### src/rtl/rv32i_types.sv
// Shared RV32 types for the EX stage: data word, M-extension funct3 encodings
// and the multiply/divide FSM state so the hazard unit can decode it.
package rv32i_types;

    typedef logic [31:0] rv32i_word;

    typedef enum logic [2:0] {
        mul    = 3'b000,
        mulh   = 3'b001,
        mulhsu = 3'b010,
        mulhu  = 3'b011,
        div    = 3'b100,
        divu   = 3'b101,
        rem    = 3'b110,
        remu   = 3'b111
    } muldiv_funct3_t;

    typedef enum logic [1:0] {
        IDLE = 2'b00,
        CALC = 2'b01,
        FIN  = 2'b10,
        DONE = 2'b11
    } muldiv_state_t;

endpackage

### src/rtl/muldiv_unit.sv
// Iterative RV32M multiply/divide: 34-cycle start-to-done (1 cycle for div-by-zero/overflow).
// No backpressure: busy stalls the pipeline combinationally; kill aborts to IDLE.
module muldiv_unit
    import rv32i_types::*;
#(
    parameter int XLEN = 32
) (
    input  logic            clk,
    input  logic            rst,
    input  logic            start,
    input  logic            kill,
    input  muldiv_funct3_t  funct3,
    input  logic [XLEN-1:0] a,
    input  logic [XLEN-1:0] b,
    output logic            busy,
    output logic            done,
    output logic [XLEN-1:0] result
);

    muldiv_state_t  r_state;
    muldiv_state_t  w_next;
    muldiv_funct3_t r_funct3;
    logic [63:0]    r_acc;
    logic [31:0]    r_opb;
    logic [5:0]     r_count;
    logic           r_neg;
    rv32i_word      r_result;

    logic       w_accept;
    logic       w_sign_a, w_sign_b, w_neg_a, w_neg_b, w_res_neg;
    rv32i_word  w_abs_a, w_abs_b;
    logic       w_div0, w_ovf, w_special;
    rv32i_word  w_special_res;

    assign w_sign_a  = funct3 inside {mulh, mulhsu, div, rem};
    assign w_sign_b  = funct3 inside {mulh, div, rem};
    assign w_neg_a   = w_sign_a & a[31];
    assign w_neg_b   = w_sign_b & b[31];
    assign w_abs_a   = w_neg_a ? -a : a;
    assign w_abs_b   = w_neg_b ? -b : b;
    // Remainder takes the dividend's sign; product and quotient take sa^sb.
    assign w_res_neg = (funct3 inside {rem, remu}) ? w_neg_a : (w_neg_a ^ w_neg_b);

    assign w_div0    = funct3[2] & (b == 32'h0);
    assign w_ovf     = (funct3 inside {div, rem}) & (a == 32'h8000_0000) & (b == 32'hFFFF_FFFF);
    assign w_special = w_div0 | w_ovf;
    assign w_special_res = w_div0 ? (funct3[1] ? a : 32'hFFFF_FFFF)
                                  : (funct3[1] ? 32'h0 : 32'h8000_0000);

    assign w_accept = start & ~kill & ((r_state == IDLE) | (r_state == DONE));

    always_comb begin
        w_next = r_state;
        busy   = 1'b0;
        done   = 1'b0;
        case (r_state)
            IDLE, DONE: begin
                done   = (r_state == DONE);
                busy   = w_accept;
                w_next = w_accept ? (w_special ? DONE : CALC) : IDLE;
            end
            CALC: begin
                busy = 1'b1;
                if (r_count == 6'd31) w_next = FIN;
            end
            FIN: begin
                busy   = 1'b1;
                w_next = DONE;
            end
            default: w_next = IDLE;
        endcase
        if (kill) begin
            w_next = IDLE;
            done   = 1'b0;
        end
    end

    always_ff @(posedge clk or posedge rst) begin
        if (rst) r_state <= IDLE;
        else     r_state <= w_next;
    end

    // Multiply: acc = {partial product high, remaining multiplier bits}, shift right.
    logic [32:0] w_mul_sum;
    logic [63:0] w_mul_step;
    assign w_mul_sum  = {1'b0, r_acc[63:32]} + (r_acc[0] ? {1'b0, r_opb} : 33'd0);
    assign w_mul_step = {w_mul_sum, r_acc[31:1]};

    // Divide: acc = {partial remainder, dividend/quotient bits}, shift left.
    logic [32:0] w_div_part, w_div_diff;
    logic [63:0] w_div_step;
    assign w_div_part = r_acc[63:31];
    assign w_div_diff = w_div_part - {1'b0, r_opb};
    assign w_div_step = w_div_diff[32] ? {w_div_part[31:0], r_acc[30:0], 1'b0}
                                       : {w_div_diff[31:0], r_acc[30:0], 1'b1};

    logic [63:0] w_prod_fin;
    rv32i_word   w_quo_fin, w_rem_fin, w_fin_res;
    assign w_prod_fin = r_neg ? -r_acc : r_acc;
    assign w_quo_fin  = r_neg ? -r_acc[31:0]  : r_acc[31:0];
    assign w_rem_fin  = r_neg ? -r_acc[63:32] : r_acc[63:32];
    assign w_fin_res  = (r_funct3 == mul) ? w_prod_fin[31:0]  :
                        !r_funct3[2]      ? w_prod_fin[63:32] :
                        r_funct3[1]       ? w_rem_fin : w_quo_fin;

    always_ff @(posedge clk or posedge rst) begin
        if (rst) begin
            r_funct3 <= mul;
            r_acc    <= '0;
            r_opb    <= '0;
            r_count  <= '0;
            r_neg    <= 1'b0;
            r_result <= '0;
        end else if (w_accept) begin
            r_funct3 <= funct3;
            r_neg    <= w_res_neg;
            r_count  <= '0;
            r_acc    <= {32'h0, funct3[2] ? w_abs_a : w_abs_b};
            r_opb    <= funct3[2] ? w_abs_b : w_abs_a;
            if (w_special) r_result <= w_special_res;
        end else if (r_state == CALC && !kill) begin
            r_acc   <= r_funct3[2] ? w_div_step : w_mul_step;
            r_count <= r_count + 6'd1;
        end else if (r_state == FIN && !kill) begin
            r_result <= w_fin_res;
        end
    end

    assign result = r_result;

endmodule

### config.mk
export PLATFORM = sky130hd
export DESIGN_NAME = muldiv_unit
export DESIGN_NICKNAME = d
export VERILOG_FILES = /design/src/rtl/rv32i_types.sv /design/src/rtl/muldiv_unit.sv
export SDC_FILE = /design/constraint.sdc
export NUM_CORES = 1
export LEC_CHECK = 0
export CORE_UTILIZATION = 50
export CTS_CLUSTER_SIZE = 10
export DETAILED_ROUTE_END_ITERATION = 16
export MAX_ROUTING_LAYER = met4
export PLACE_DENSITY = 0.7
export SYNTH_ARGS = -nofsm -noshare
export SYNTH_HDL_FRONTEND = slang
export SYNTH_SLANG_ARGS = --single-unit
### constraint.sdc
create_clock -name clk -period 7.6 [get_ports clk]
set_input_delay 1.14 -clock clk [delete_from_list [all_inputs] [get_ports clk]]
set_output_delay 1.14 -clock clk [all_outputs]
set_load 0.005 [all_outputs]
==> impl_metrics.py <==
metrics = {
    "timing": {
        "rsz0062_at_grt": "no",
        "skew_ns": 0.0123,
        "setup_violations": 0,
        "fmax_mhz": 199,
        "tightestPinTransition_ns": 1.14,
        "max_slew_margin": 0.238,
        "min_period_ns": 5.03,
        "finalHoldViolCount": 0,
        "slew_violations": 0,
        "timing.setup.tns_ns": 0,
        "period_share": 0.662,
    },
    "yosys": {
        "synth_seq_cells": 140,
        "ys.flop_type": "dfrtp_1",
        "synth_nets": 2086,
        "synth_area_leader_cell": "dfrtp_1",
        "syn_inst": 1940,
        "ys_top_cells_by_area": "dfrtp_1 24%, ha_1 6.3%, o21ai_0 6.2%",
        "synth_top_area_frac": 0.240,
        "yosysWarnings": 0,
        "yosysSeqAreaShare": 0.240,
        "synth-edff-count": 0,
        "syn_avg_cell_area_um2": 7.53,
        "synthArstFlopShare": 1.00,
        "synthesis.area_mm2": 0.0146,
        "synthDistinctLibCells": 85,
        "yosysMostFrequentCell": "nand2_1",
        "ys_top_cells_by_count": "208 x nand2_1, 180 x o21ai_0, 171 x nor2_1",
    },
    "critical_path": {
        "criticalPathCategory": "reg2reg",
        "start_kind": "flip-flop",
        "worstSetupEndpointType": "flip-flop",
        "worstPathRequired_ns": 7.93,
        "cp_max_fo": 31,
        "crit_arrival_ns": 5.36,
    },
    "clocking": {
        "max-clock-path-buffers": 2,
        "h-tree-depth": 4,
        "postCtsSetupRepairBufs": 0,
        "cts_tree": "built",
        "root_buffer": "clkbuf_16",
        "clk_pin_slew_ns": 0.07,
        "clock-sinks": 140,
        "clk_latency_ns": 0.45,
        "cts_made_buffers": 17,
        "cts_hold_buf": 0,
        "post_cts_resize_count": 0,
    },
    "floorplanning": {
        "rows": 62,
        "dieArea_mm2": 0.0299,
        "io_pins": 105,
        "core_area_mm2": 0.0287,
        "die_x_um": 173,
        "die_y_um": 173,
        "start_util": 0.509,
    },
    "routing": {
        "dr.first_iter.drc_count": 1893,
        "wl_um": 54000,
        "dr.pass1.iters": 6,
        "drc_errors": 0,
        "via_per_inst": 6.54,
        "ant_nets": 0,
        "vias": 15300,
        "wire_per_inst_um": 23.1,
    },
    "power": {
        "vdd_ir_drop_max_v": 0.000268,
        "p_leak_nw": 6.77,
        "powerDensity_mw_per_mm2": 475,
    },
    "placement": {
        "globalplace.congestion": 1.02,
        "port_buffers": 104,
        "place_hpwl_um": 41100,
        "placed_cell_area_mm2": 0.0158,
    },
    "grt": {
        "grtUsageMet3": 0.0565,
        "use_met1": 0.507,
        "grt_pass1_wl_um": 82900,
        "grtUsageTotal": 0.369,
        "grt_max_degree": 93,
        "antenna_found_initial": 0,
        "grt_overflow_total": 0,
        "use_met2": 0.542,
        "grt_pass1_vias": 13900,
        "busiest_layer": "met2",
    },
    "layout": {
        "fillerInstances": 2723,
        "syn_to_final_growth_pct": 11.9,
        "fin_area_mm2": 0.0163,
        "seq_area_mm2": 0.00351,
        "num_antenna_cells": 0,
        "nets": 2091,
        "multi_input_area_mm2": 0.0103,
        "drive_gt1_frac": 0.0434,
    },
    "run_status": {
        "outcome": "completed",
    },
    "hold_path": {
        "timing.hold.worst.class": "reg2reg",
    },
    "run": {
        "maxCapViolCount": 0,
    },
}
## worst paths after layout
path / start / to / slack (ns) / depth (start not counted)
worst max-delay path: r_acc[0] / r_acc[62] / 2.57 / 12
worst min register to register: result[16] / result[16] / 0.47 / 2
min in group asynchronous: rst / result[30] / 1.21 / 2
max in group asynchronous: rst / r_acc[34] / 5.04 / 3
worst min-delay path: result[16] / result[16] / 0.47 / 2
worst max register to register: r_acc[0] / r_acc[62] / 2.57 / 12
## stage by stage
| step | worst slack, ns | std cells | utilization | total power [mW] | hold slack, ns |
|---|---|---|---|---|---|
| 2_1_floorplan | 2.71 | 1940 | - | 5.18 | 0.450 |
| 3_3_place_gp | 2.55 | 2310 | 0.549 | 6.66 | 0.465 |
| 3_5_place_dp | 2.57 | 2310 | 0.549 | 6.72 | 0.470 |
| 4_1_cts | 2.81 | 2342 | 0.569 | 7.61 | 0.485 |
| 5_1_grt | 2.32 | 2342 | 0.569 | 8.28 | 0.507 |
| 6_report | 2.57 | 2342 | 0.569 | 7.77 | 0.474 |
## power by group
| part | internal (mW) | switching [mW] |
|---|---|---|
| Clock | 0.488 | 0.381 |
| Combinational | 2.04 | 3.28 |
| Sequential | 1.06 | 0.517 |
| Total | 3.59 | 4.18 |
## placed cells by master, fill, tap and decap left out, types with 19 or more instances in the layout
cell type and count:
clkdlybuf4s50_1 103, mux2i_1 65, nand4_1 23, a21o_1 32
nor3_1 28, a22oi_1 30, or3_1 23, nand2_1 208
o221ai_1 26, a31oi_1 19, ha_1 73, inv_1 67
nand2b_1 40, nand3_1 35, xor2_1 76, dfrtp_1 138
a21oi_1 164, o211ai_1 35, xnor2_1 99, o41ai_1 20
nor2_1 169, o21ai_0 180, o31ai_1 33
## routing by layer
metal  share of wire  routed length (um)  vias to the layer above
met2            0.44               24000                      726
met3           0.080                4320                      114
li1                -                   -                     7085
met5               0                   0                        -
met1            0.44               23500                     7383
met4           0.040                2190                        0
## registers in the layout (all words and copies together) (netlist names)
register,count
r_acc,64
result,32
r_state,2
r_neg,1
r_opb,32
r_count,6
r_funct3,3
## worst max-delay path, cell delays in order (launching register included)
cell and delay (ns):
dfrtp_1 0.44, inv_1 0.82, nor2_1 0.16, ha_1 0.29
a211oi_1 0.23, o21bai_1 0.13, o21ai_0 0.50, a21oi_1 0.23
a2111oi_0 0.94, a21oi_1 0.24, a221oi_1 0.34, mux2_2 0.37
a211o_1 0.22
## kinds of logic after synthesis
group | synth area share
compound gates | 0.281
xor+xnor | 0.106
fa+ha+maj | 0.0653
buf+inv | 0.0531
flops | 0.240
mux | 0.0477
simple gates | 0.208
## cell type report
type	instances	area share
Multi-Input combinational cell	1597	0.633
Sequential cell	140	0.215
Timing Repair Buffer	120	0.0708
Tap cell	384	0.0294
Clock buffer	17	0.0260
Inverter	69	0.0162
Clock inverter	15	0.00995
Note: power is estimated with default switching activity, not from simulation.
